## config.mk

```make
export PLATFORM = sky130hd
export DESIGN_NAME = gray_count_monitor
export DESIGN_NICKNAME = d
export VERILOG_FILES = /design/src/rtl/gray_mon_pkg.sv /design/src/rtl/gray_sync.sv /design/src/rtl/gray_count_monitor.sv
export SDC_FILE = /design/constraint.sdc
export NUM_CORES = 1
export LEC_CHECK = 0
export ABC_AREA = 1
export CORE_MARGIN = 4
export CORE_UTILIZATION = 45
export DETAILED_ROUTE_END_ITERATION = 16
export PLACE_DENSITY = 0.81
export REMOVE_ABC_BUFFERS = 1
export SYNTH_ARGS = -nofsm -noshare
export SYNTH_HDL_FRONTEND = slang
export SYNTH_HIERARCHICAL = 1
export SYNTH_SLANG_ARGS = --single-unit
```

## constraint.sdc

```tcl
create_clock -name clk -period 4.84 [get_ports clk]
set_clock_uncertainty 0.1 [all_clocks]
set_input_delay 0.968 -clock clk [delete_from_list [all_inputs] [get_ports clk]]
set_output_delay 0.968 -clock clk [all_outputs]
set_load 0.02 [all_outputs]
```

## src/rtl/gray_mon_pkg.sv

```systemverilog
// Shared types and helpers for the Gray-coded count monitor.
// Build option: define GRAY_MON_SYNC_EN to put a 2-flop synchronizer in front of the decoder.
package gray_mon_pkg;

  localparam int ERR_CNT_W  = 8;
  localparam int GOOD_CNT_W = 4;
  localparam int GRAY_MAX_W = 32;

  typedef enum logic [1:0] {
    IDLE,
    ACQUIRE,
    LOCKED,
    FAULT
  } gray_mon_state_e;

  typedef enum logic [1:0] {
    CLS_HOLD,
    CLS_STEP,
    CLS_BAD
  } gray_mon_cls_e;

  // Callers zero-extend narrower words; the zero upper bits leave the prefix XOR unchanged.
  function automatic logic [GRAY_MAX_W-1:0] gray2bin(input logic [GRAY_MAX_W-1:0] g);
    logic [GRAY_MAX_W-1:0] b;
    b[GRAY_MAX_W-1] = g[GRAY_MAX_W-1];
    for (int i = GRAY_MAX_W - 2; i >= 0; i--) begin
      b[i] = b[i+1] ^ g[i];
    end
    return b;
  endfunction

endpackage

```

## src/rtl/gray_sync.sv

```systemverilog
// Two-flop synchronizer for a Gray-coded bus crossing into the clk domain.
// Instantiated by gray_count_monitor only when GRAY_MON_SYNC_EN is defined.
module gray_sync #(
  parameter int WIDTH = 4
) (
  input  logic             clk,
  input  logic             resetn,
  input  logic [WIDTH-1:0] d_in,
  output logic [WIDTH-1:0] d_out
);

  logic [WIDTH-1:0] sync1_d, sync1_q;
  logic [WIDTH-1:0] sync2_d, sync2_q;

  always_comb begin
    sync1_d = d_in;
    sync2_d = sync1_q;
  end

  always_ff @(posedge clk) begin
    if (!resetn) begin
      sync1_q <= '0;
      sync2_q <= '0;
    end else begin
      sync1_q <= sync1_d;
      sync2_q <= sync2_d;
    end
  end

  assign d_out = sync2_q;

endmodule

```

## src/rtl/gray_count_monitor.sv

```systemverilog
// Samples a Gray-coded count, decodes it, classifies each sample as hold/step/bad and tracks lock.
// Build option: GRAY_MON_SYNC_EN inserts gray_sync ahead of the decoder (two extra cycles latency).
module gray_count_monitor
  import gray_mon_pkg::*;
#(
  parameter int DATA_WIDTH = 4,
  parameter int LOCK_COUNT = 2
) (
  input  logic                  clk,
  input  logic                  resetn,
  input  logic [DATA_WIDTH-1:0] gray_in,
  input  logic                  clear_err,
  output logic [DATA_WIDTH-1:0] bin_out,
  output logic                  bin_valid,
  output logic                  step,
  output logic                  locked,
  output logic                  err_pulse,
  output logic [ERR_CNT_W-1:0]  err_count
);

  localparam logic [ERR_CNT_W-1:0]  ERR_MAX  = {ERR_CNT_W{1'b1}};
  localparam logic [GOOD_CNT_W-1:0] LOCK_CNT = GOOD_CNT_W'(LOCK_COUNT);

  logic [DATA_WIDTH-1:0] gray_s;
  logic [DATA_WIDTH-1:0] sample_bin;
  logic [DATA_WIDTH-1:0] next_bin;
  gray_mon_cls_e         cls;

  gray_mon_state_e       state_d,     state_q;
  logic [GOOD_CNT_W-1:0] good_cnt_d,  good_cnt_q;
  logic [GOOD_CNT_W-1:0] good_inc;
  logic [DATA_WIDTH-1:0] bin_d,       bin_q;
  logic                  bin_valid_d, bin_valid_q;
  logic                  step_d,      step_q;
  logic                  locked_d,    locked_q;
  logic                  err_pulse_d, err_pulse_q;
  logic [ERR_CNT_W-1:0]  err_count_d, err_count_q;

`ifdef GRAY_MON_SYNC_EN
  gray_sync #(
    .WIDTH (DATA_WIDTH)
  ) u_gray_sync (
    .clk    (clk),
    .resetn (resetn),
    .d_in   (gray_in),
    .d_out  (gray_s)
  );
`else
  assign gray_s = gray_in;
`endif

  assign sample_bin = DATA_WIDTH'(gray2bin(GRAY_MAX_W'(gray_s)));
  assign next_bin   = bin_q + DATA_WIDTH'(1);
  assign good_inc   = good_cnt_q + GOOD_CNT_W'(1);

  // The +1 compare wraps naturally, so all-ones -> 0 is a legal step.
  always_comb begin
    cls = CLS_BAD;
    if (sample_bin == bin_q) begin
      cls = CLS_HOLD;
    end else if (sample_bin == next_bin) begin
      cls = CLS_STEP;
    end
  end

  // NOTE: every signal gets a default before the case so no path leaves a latch behind.
  always_comb begin
    state_d     = state_q;
    good_cnt_d  = good_cnt_q;
    bin_d       = sample_bin;
    bin_valid_d = bin_valid_q;
    step_d      = 1'b0;
    err_pulse_d = 1'b0;
    err_count_d = err_count_q;

    case (state_q)
      IDLE: begin
        bin_valid_d = 1'b1;
        good_cnt_d  = '0;
        state_d     = ACQUIRE;
      end
      ACQUIRE: begin
        if (cls == CLS_STEP) begin
          good_cnt_d = good_inc;
          if (good_inc == LOCK_CNT) begin
            state_d = LOCKED;
          end
        end else if (cls == CLS_BAD) begin
          good_cnt_d = '0;
        end
      end
      LOCKED: begin
        if (cls == CLS_BAD) begin
          state_d = FAULT;
        end
      end
      FAULT: begin
        if (cls == CLS_STEP) begin
          good_cnt_d = GOOD_CNT_W'(1);
          state_d    = (LOCK_COUNT == 1) ? LOCKED : ACQUIRE;
        end
      end
      default: state_d = IDLE;
    endcase

    // The IDLE capture has no previous sample to compare against.
    if (state_q != IDLE) begin
      step_d      = (cls == CLS_STEP);
      err_pulse_d = (cls == CLS_BAD);
    end

    // A clear coinciding with an error leaves that error counted.
    if (clear_err) begin
      err_count_d = err_pulse_d ? ERR_CNT_W'(1) : '0;
    end else if (err_pulse_d && (err_count_q != ERR_MAX)) begin
      err_count_d = err_count_q + ERR_CNT_W'(1);
    end

    locked_d = (state_d == LOCKED);
  end

  // NOTE: reset is sampled on the clock edge and all state uses non-blocking assignments.
  always_ff @(posedge clk) begin
    if (!resetn) begin
      state_q     <= IDLE;
      good_cnt_q  <= '0;
      bin_q       <= '0;
      bin_valid_q <= 1'b0;
      step_q      <= 1'b0;
      locked_q    <= 1'b0;
      err_pulse_q <= 1'b0;
      err_count_q <= '0;
    end else begin
      state_q     <= state_d;
      good_cnt_q  <= good_cnt_d;
      bin_q       <= bin_d;
      bin_valid_q <= bin_valid_d;
      step_q      <= step_d;
      locked_q    <= locked_d;
      err_pulse_q <= err_pulse_d;
      err_count_q <= err_count_d;
    end
  end

  assign bin_out   = bin_q;
  assign bin_valid = bin_valid_q;
  assign step      = step_q;
  assign locked    = locked_q;
  assign err_pulse = err_pulse_q;
  assign err_count = err_count_q;

endmodule

```

; Yosys cells after proc, flatten, opt, wreduce, memory -nomap -nowiden
; Index checks and enable logic that the tools add are counted.
[totals]
in_bits = 7
ff_bits = 22
output_inout_bits = 16
[op_classes]
n_mux = 15
n_addsub = 3
reduce_logical = 7
eq_ne = 12
bitwise_logic = 3
[op_table]
columns = cell, count
row1 = $mux W8, 2
row2 = $mux W2, 6
row3 = $mux W4, 3
row4 = $pmux W4 S3, 1
row5 = $add A4 B1 Y4 const B, 2
row6 = $add A8 B1 Y8 const B, 1
row7 = $eq A2 B2 Y1 const B, 4
row8 = $eq A4 B4 Y1, 2
row9 = $ne A8 B8 Y1 const B, 1
row10 = $pmux W2 S4, 1
row11 = $eq A2 B1 Y1 const B, 2
row12 = $eq A4 B2 Y1 const B, 1
row13 = $reduce_bool A2 Y1, 2
row14 = $ne A3 B3 Y1 const B, 1
row15 = $reduce_and A3 Y1, 1
row16 = $reduce_bool A3 Y1, 1
row17 = $xor A1 B1 Y1, 3
row18 = $logic_not A2 Y1, 1
row19 = $mux W1, 2
row20 = $ne A2 B2 Y1 const B, 1
row21 = $reduce_and A2 Y1, 1
row22 = $logic_and A1 B1 Y1, 1

; Longest topological paths before layout
; Gate-level depths: netlist of run 1.
[logic_depth]
ltp_word = 11
ltp_mapped = 15
depth_no_buf = 15

; Worst setup path after synthesis of run 1
; OpenSTA, ideal clock, no wires.
[synth_path]
kind = input -> register
startpoint = input port gray_in[2]
endpoint = register good_cnt_q[0]
cell_stages = 13
path_buffers = 0
path_slack_ps = 2557
required_time_ps = 4627
t_arrival_ps = 2070
setup_time_ps = 113
path_cell_list = inv_1 -> nand2_1 -> nand3_2 -> nand2_2 -> nand2_2 -> nand2_1 -> nand2_2 -> nand3_2 -> or2_0 -> o21ai_2 -> nand2_1 -> nand2_1 -> nor2_1
[synth_between]
elab_chain_cells = 9
elab_cells_between_ends = 14
[synth_lines]
columns = item, line_no
row1 = from (decl), gray_count_monitor.sv:11  ; input logic [DATA_WIDTH-1:0] gray_in,
row2 = $xor A1 B1 Y1 *, gray_mon_pkg.sv:27  ; b[i] = b[i+1] ^ g[i];
row3 = $xor A1 B1 Y1 (2 in series), gray_mon_pkg.sv:27
row4 = $eq A4 B4 Y1, gray_count_monitor.sv:61  ; end else if (sample_bin == next_bin) begin
row5 = $mux W2, gray_count_monitor.sv:61
row6 = $mux W2 *, gray_count_monitor.sv:59  ; if (sample_bin == bin_q) begin
row7 = $eq A2 B1 Y1 / $eq A2 B2 Y1 (equally long branches), "gray_count_monitor.sv:83, gray_count_monitor.sv:98, gray_count_monitor.sv:88"
row8 = "$ne A3 B3 Y1 (no source line), or another cell as far along", n/a
row9 = $reduce_and A3 Y1 (no source line) / $pmux W4 S3 (equally long branches), n/a
row10 = to (signal assigned), gray_count_monitor.sv:135  ; good_cnt_q <= good_cnt_d;
row11 = to (decl), gray_count_monitor.sv:30  ; logic [GOOD_CNT_W-1:0] good_cnt_d, good_cnt_q;
; Mark *: on every way between the ends. The rest lies on a longest branch, timed or not.
; A chain may end at the register's enable or synchronous reset.

; Worst setup path in the final report of run 1
[layout_path]
startpoint = input port gray_in[3]
endpoint = register err_count_q[3], in the netlist err_count[3]
[layout_between]
elab_chain_cells = 10
elab_cells_between_ends = 11
[layout_lines]
columns = item, line_no
row1 = $xor A1 B1 Y1 (3 in series), gray_mon_pkg.sv:27
row2 = $eq A4 B4 Y1, gray_count_monitor.sv:61
row3 = $mux W2, gray_count_monitor.sv:61
row4 = $mux W2 *, gray_count_monitor.sv:59
row5 = $eq A2 B2 Y1 *, gray_count_monitor.sv:109  ; err_pulse_d = (cls == CLS_BAD);
row6 = $mux W1 *, gray_count_monitor.sv:107  ; if (state_q != IDLE) begin
row7 = $logic_and A1 B1 Y1 *, gray_count_monitor.sv:115  ; end else if (err_pulse_d && (err_count_q != ERR_MAX)) begin
row8 = $reduce_bool A2 Y1 (no source line) *, n/a
row9 = to (signal assigned), gray_count_monitor.sv:141  ; err_count_q <= err_count_d;
row10 = to (decl), gray_count_monitor.sv:37  ; logic [ERR_CNT_W-1:0] err_count_d, err_count_q;
; Marks and branches as above.

==> results.py, run 1 <==
metrics = {
    "outcome": {
        "status": "finished clean",
    },
    "logic_synthesis": {
        "ys_ff_latch": 22,
        "yosysTopAreaCellShare": 0.343,
        "synth_edf_count": 0,
        "async_flop_share": 0,
        "syn-cell-area_mm2": 0.00128,
        "yosysMostFrequentCell": "nand2_1",
        "ys_types": 27,
        "synthCells": 181,
        "yosysWarnings": 6,
        "yosys.area.top_type": "dfxtp_1",
        "synth_ff_type": "dfxtp_1",
        "postSynthAreaPerCell_um2": 7.09,
        "ys_seq_area_frac": 0.343,
        "synthTopCellsByArea": "dfxtp_1 (34%), nand2_1 (12%), nor2_1 (8.5%)",
        "synthTopCellsByCount": "nand2_1 (41), nor2_1 (29), inv_1 (24)",
    },
    "hold_path": {
        "hold_path_end": "good_cnt_q[3]$_SDFFE_PN0P_",
        "min-delay-start": "good_cnt_q[3]$_SDFFE_PN0P_",
        "hold_class": "flop to flop",
        "hold_depth": 2,
    },
    "clocking": {
        "path_clk_slew_ns": 0.13,
        "cts_num_sinks": 22,
        "cts_tree": "done",
        "clk_latency_ns": 0.31,
        "cts_buffers": 3,
        "holdBufCountCts": 0,
        "post-cts-setup-buffers": 0,
        "cts-root-buf": "clkbuf_4",
        "cts_resized": 0,
        "cts.path.max_buffers": 2,
        "cts_max_level": 1,
    },
    "critical_path": {
        "cpMostUsedCell": "nand2_2",
        "r2r_cells": 9,
        "max_stage_delay_ns": 0.54,
        "required_ns": 4.99,
        "end_kind": "flop",
        "crit_type": "input pin to flop",
        "r2r-start": "err_count[0]$_SDFFE_PN0P_",
        "critPathLaunchType": "input pin",
        "crit_arrival_ns": 2.78,
        "critPathSlowestCell": "clkdlybuf4s50_1",
        "r2r_end": "err_count[3]$_SDFFE_PN0P_",
        "cp_max_fo": 6,
        "crit_chain": "clkdlybuf4s50_1 -> inv_1 -> nand2_2 -> nand3_2 -> nand2_2 -> nand2_2 -> nand3b_2 -> nand2_1 -> nand2_4 -> nand2_4 -> nor2_4 -> nand4_1 -> a21oi_1",
        "r2r_slack_ns": 2.87,
    },
    "cells_and_area": {
        "area_delta_synth_final_pct": 23.4,
        "diodes": 0,
        "drive_gt1_frac": 0.102,
        "final_nets": 218,
    },
    "timing": {
        "final.setup.tns_ns": 0,
        "min_period_over_period": 0.544,
        "maxSlewViolCount": 0,
        "fin_crit_ns": 2.63,
        "worst_slack_ns": 2.21,
        "finalHoldViolCount": 0,
        "tightest_slew_ns": 0.543,
        "setup_viol": 0,
        "fmax_mhz": 380,
        "maxSlewHeadroom": 0.637,
        "rsz0062_at_grt": "false",
    },
    "floorplan": {
        "rows": 19,
        "die_area_mm2": 0.00377,
        "coreArea_mm2": 0.00273,
        "fp.dieW_um": 61.4,
        "die_h_um": 61.4,
        "start_util": 0.470,
        "io_pins": 23,
    },
    "grt": {
        "grt_pass1_wl_um": 4670,
        "track_usage": 0.163,
        "grt_max_degree": 17,
        "grt_pass1_vias": 1153,
        "grt_antenna_before_repair": 0,
        "overflow": 0,
    },
    "detailed_routing": {
        "vias": 1172,
        "viasPerCell": 4.95,
        "wl_um": 2630,
        "antenna_left": 0,
        "first_iter_violations": 30,
        "drc": 0,
        "wl_per_cell_um": 11.1,
        "drtPass1Iterations": 4,
    },
    "power_and_ir_drop": {
        "cellLeakagePower_nw": 0.733,
        "vdd_drop_max_v": 0.000204,
        "power_density_mw_per_mm2": 266,
    },
    "placed_design": {
        "routabilityCongestion": 0.852,
        "place_ws_ns": 1.87,
        "port_buffers": 22,
        "hpwl_um": 1990,
    },
    "run": {
        "cap_violations": 0,
    },
}
## logic make-up (layout without fill, tap and decap cells)
kind of cell | Yosys count | in the layout | synth area share
compound gates | 16 | 16 | 0.0692
xor+xnor | 7 | 7 | 0.0478
fa+ha+maj | 4 | 4 | 0.0390
buf+inv | 25 | 50 | 0.0789
flops | 22 | 22 | 0.343
simple gates | 107 | 107 | 0.422
## critical path, delay by kind of cell
kind                   cells  cell delay (ns)
AOI/OAI and AO/OA          1             0.16
buffers and inverters      2             0.62
and+or+nand+nor           10             1.03
## state kept, by name, summed over array words and instances (netlist names)
signal,cells
bin_out,4
bin_valid,1
err_count,8
err_pulse,1
good_cnt_q,4
locked,1
state_q,2
step,1
## area by class of cell
cell class / count / area, um2
fillers: 263 / 1150
repair buffers: 22 / 220
clock buffers: 3 / 22.5
clock inverters: 1 / 30.0
flip-flops and latches: 22 / 440
well taps: 31 / 38.8
multi-input cells: 134 / 742
inverters: 24 / 90.1
## stage by stage
step,area (um2),std cells,total power [W],hold WS (ns),util
finish,1580,237,0.000421,0.391,0.579
global route,1580,237,0.000442,0.420,0.579
CTS,1580,237,0.000426,0.395,0.579
detailed placement,1530,233,0.000281,0.377,0.560
global placement,1530,233,0.000280,0.353,0.560
floorplan,1270,180,0.000254,0.352,-
## layer usage
layer / global-route usage / up-vias / share of wire
li1: - / 626 / -
met1: 0.192 / 518 / 0.46
met2: 0.295 / 24 / 0.50
met3: 0.0440 / 4 / 0.034
met4: 0.0364 / 0 / 0.0095
met5: 0 / - / 0
## cell usage in the layout, fill, tap and decap left out
| cell | n |
|---|---|
| a211oi_1 | 1 |
| a21boi_1 | 1 |
| a21oi_1 | 8 |
| bufinv_16 | 1 |
| clkbuf_4 | 3 |
| clkdlybuf4s50_1 | 22 |
| dfxtp_1 | 22 |
| ha_1 | 4 |
| inv_1 | 24 |
| nand2_1 | 41 |
| nand2_2 | 4 |
| nand2_4 | 2 |
| nand3_1 | 11 |
| nand3_2 | 4 |
| nand3b_1 | 1 |
| nand3b_2 | 1 |
| nand4_1 | 3 |
| nand4_4 | 1 |
| nor2_1 | 29 |
| nor2_4 | 2 |
| nor3_1 | 3 |
| nor3_2 | 2 |
| nor3b_1 | 1 |
| o21ai_0 | 5 |
| o21ai_2 | 1 |
| or2_0 | 1 |
| or2_1 | 1 |
| xnor2_1 | 3 |
| xor2_1 | 4 |
## how the worst max path moves through the flow
| stage | startpoint | to | slack [ns] |
|---|---|---|---|
| floorplan | gray_in[2] | good_cnt_q[0]$_SDFFE_PN0P_ | 2.56 |
| global placement | gray_in[3] | good_cnt_q[0]$_SDFFE_PN0P_ | 1.89 |
| detailed placement | gray_in[3] | good_cnt_q[0]$_SDFFE_PN0P_ | 1.87 |
| CTS | gray_in[3] | good_cnt_q[3]$_SDFFE_PN0P_ | 2.21 |
| global route | gray_in[3] | good_cnt_q[1]$_SDFFE_PN0P_ | 1.96 |
| finish | gray_in[3] | err_count[3]$_SDFFE_PN0P_ | 2.21 |
## report_power, final
| part | total, W | switching, W | internal [W] |
|---|---|---|---|
| combinational | 0.0000827 | 0.0000489 | 0.0000338 |
| clock | 0.000144 | 0.0000601 | 0.0000837 |
| sequential | 0.000195 | 0.00000703 | 0.000188 |
| total | 0.000421 | 0.000116 | 0.000305 |
(Power assumes the default switching activity.)
==> run 2, diff against run 1 <==
--- a/config.mk
+++ b/config.mk
@@ -9,7 +9,7 @@
 export CORE_MARGIN = 4
 export CORE_UTILIZATION = 45
 export DETAILED_ROUTE_END_ITERATION = 16
-export PLACE_DENSITY = 0.81
+export PLACE_DENSITY = 0.84
 export REMOVE_ABC_BUFFERS = 1
 export SYNTH_ARGS = -nofsm -noshare
 export SYNTH_HDL_FRONTEND = slang
==> constraint.sdc (replaced) <==
create_clock -name clk -period 2.42 [get_ports clk]
set_clock_uncertainty 0.1 [all_clocks]
set_input_delay 0.484 -clock clk [delete_from_list [all_inputs] [get_ports clk]]
set_output_delay 0.484 -clock clk [all_outputs]
set_load 0.02 [all_outputs]
==> run 2 against run 1 <==
Against the previous run:
- cell area increased by 2.5%
- combinational power is 110% higher
- global-route usage is 0.71 points higher
- critical path depth fell by 1
- wire length up 3.6%
- flip-flop and latch count unchanged
- hold slack got worse by 0.0051 ns
- count of clock-buffer cells in the layout did not move
- sequential power is 100% higher
- final cell count is 2.1% higher
- clock power rose by 98%
- utilization grew 1.5 points
- critical path type unchanged
- critical endpoint is now good_cnt_q[3]$_SDFFE_PN0P_
- largest power group unchanged
==> results.py, run 2 (synthesis gave the netlist of run 1 again) <==
metrics = {
    "critical_path": {
        "crit_start": "gray_in[2]",
        "crit_chain": "clkdlybuf4s50_1 -> nand2_1 -> nand2_1 -> inv_1 -> nand2_1 -> nand3_1 -> nor2_1 -> nand3_2 -> or2_0 -> o21ai_2 -> nand2_1 -> a21oi_1",
        "r2r_end": "err_count[3]$_SDFFE_PN0P_",
        "required_ns": 2.57,
        "cp_max_fo": 5,
        "end_kind": "flop",
        "max_stage_delay_ns": 0.50,
        "r2r-start": "err_count[0]$_SDFFE_PN0P_",
        "endpoint": "good_cnt_q[3]$_SDFFE_PN0P_",
        "crit_type": "input pin to flop",
        "critPathSlowestCell": "clkdlybuf4s50_1",
        "r2r_cells": 9,
        "critPathLaunchType": "input pin",
        "critPathBufInv": 2,
        "r2r_slack_ns": 0.46,
        "critPathTopFamily": "simple AND/OR/NAND/NOR gates",
        "crit_cells": 12,
        "cpMostUsedCell": "nand2_1",
        "crit_arrival_ns": 2.26,
    },
    "detailed_routing": {
        "first_iter_violations": 43,
        "wl_um": 2720,
        "dr_wl_met2_um": 1340,
        "viasPerCell": 4.93,
        "wl_per_cell_um": 11.2,
        "drtPass1Iterations": 4,
        "drc": 0,
        "wl_met1_um": 1250,
        "antenna_left": 0,
        "wl_met3_um": 103,
        "vias": 1193,
        "maxUsedRoutingLayer": "met4",
    },
    "timing": {
        "maxSlewHeadroom": 0.664,
        "fmax_mhz": 474,
        "final.setup.tns_ns": 0,
        "min_period_over_period": 0.873,
        "fin_crit_ns": 2.11,
        "maxSlewViolCount": 0,
        "rsz0062_at_grt": "false",
        "timing.hold.ws_ns": 0.386,
        "tightest_slew_ns": 0.503,
        "setup_viol": 0,
        "finalHoldViolCount": 0,
    },
    "floorplan": {
        "fp.dieW_um": 61.4,
        "die_h_um": 61.4,
        "coreArea_mm2": 0.00273,
        "start_util": 0.470,
        "rows": 19,
        "die_area_mm2": 0.00377,
        "io_pins": 23,
    },
    "cells_and_area": {
        "finalInstanceArea_mm2": 0.00162,
        "diodes": 0,
        "layout.cells.most_common": "nand2_1",
        "area_delta_synth_final_pct": 26.5,
        "final_nets": 223,
        "mostFrequentLayoutCells": "nand2_1 (41), nor2_1 (29), inv_1 (24)",
        "largest_register_ffs": 8,
        "fillCellCount": 249,
        "drive_gt1_frac": 0.123,
    },
    "grt": {
        "grt_max_degree": 16,
        "grt_antenna_before_repair": 0,
        "track_usage": 0.170,
        "overflow": 0,
        "grt_pass1_vias": 1191,
        "grt_pass1_wl_um": 4820,
    },
    "run": {
        "cap_violations": 0,
    },
    "power_and_ir_drop": {
        "power_density_mw_per_mm2": 524,
        "cellLeakagePower_nw": 0.766,
        "total_power_w": 0.000851,
        "vdd_drop_max_v": 0.000387,
    },
    "placed_design": {
        "hpwl_um": 2100,
        "routabilityCongestion": 0.794,
        "post_dp_cell_area_mm2": 0.00157,
        "port_buffers": 22,
    },
    "clocking": {
        "cts_max_level": 1,
        "cts_num_sinks": 22,
        "cts_tree": "done",
        "path_clk_slew_ns": 0.13,
        "cts_buffers": 3,
        "cts.path.max_buffers": 2,
        "holdBufCountCts": 0,
        "clk_latency_ns": 0.31,
        "cts-root-buf": "clkbuf_4",
    },
    "outcome": {
        "status": "finished clean",
    },
    "hold_path": {
        "min-delay-start": "bin_valid$_SDFFE_PN0P_",
        "hold_class": "flop to flop",
    },
}
==> run 2: changes by cell type in the layout (fill, tap and decap cells not counted), sizes merged <==
cell,delta
buf,+5
clkdlybuf4s50,-1
dlymetal6s2s,+1
==> run 2: power breakdown <==
part | internal, W | switching (W) | leakage, nW
registers | 0.000376 | 0.0000143 | 0.180
logic | 0.0000761 | 0.0000993 | 0.559
clock network | 0.000167 | 0.000118 | 0.0279
total | 0.000619 | 0.000231 | 0.766
==> run 2: how the worst min path moves through the flow <==
stage                                            end  cells past startpoint  slack, ns
final                         bin_valid$_SDFFE_PN0P_                      2       0.39
after global routing           bin_out[3]$_SDFF_PN0_                      3       0.42
after CTS                     bin_valid$_SDFFE_PN0P_                      2       0.39
after detailed placement      bin_valid$_SDFFE_PN0P_                      2       0.36
after global placement        bin_valid$_SDFFE_PN0P_                      2       0.36
after floorplan           good_cnt_q[3]$_SDFFE_PN0P_                      2       0.35
==> run 2: layout make-up <==
cell class | instances | area [um2] | share of cell area
inverter | 24 | 90.1 | 0.0555
clock buffer | 3 | 22.5 | 0.0139
tap | 31 | 38.8 | 0.0239
sequential | 22 | 440 | 0.271
timing repair buffer | 27 | 260 | 0.160
clock inverter | 1 | 30.0 | 0.0185
multi-input combinational | 134 | 742 | 0.457
==> run 2: per-layer routing <==
layer | vias to the layer above | track usage
met1 | 538 | 0.201
met5 | - | 0
met3 | 4 | 0.0503
met2 | 20 | 0.299
li1 | 631 | -
met4 | 0 | 0.0485
==> run 2: repair_timing <==
action                     4_1_cts  5_1_grt
setup buffers                    0        0
gates resized for setup          0        1
setup endpoints to repair        0        1
==> run 2: per-stage QoR <==
stage | utilization | worst slack [ns] | instances
6_report | 0.594 | 0.309 | 242
5_1_grt | 0.594 | 0.108 | 242
4_1_cts | 0.593 | 0.227 | 242
3_5_place_dp | 0.574 | -0.104 | 238
3_3_place_gp | 0.574 | -0.0551 | 238
2_1_floorplan | - | 0.589 | 180
==> run 2: worst reg2reg max path, delay by kind of cell (launching register included) <==
family,cells,cell delay [ns]
fa+ha+maj,1,0.22
flops,1,0.43
compound gates,1,0.16
buf+inv,1,0.08
simple gates,6,0.92
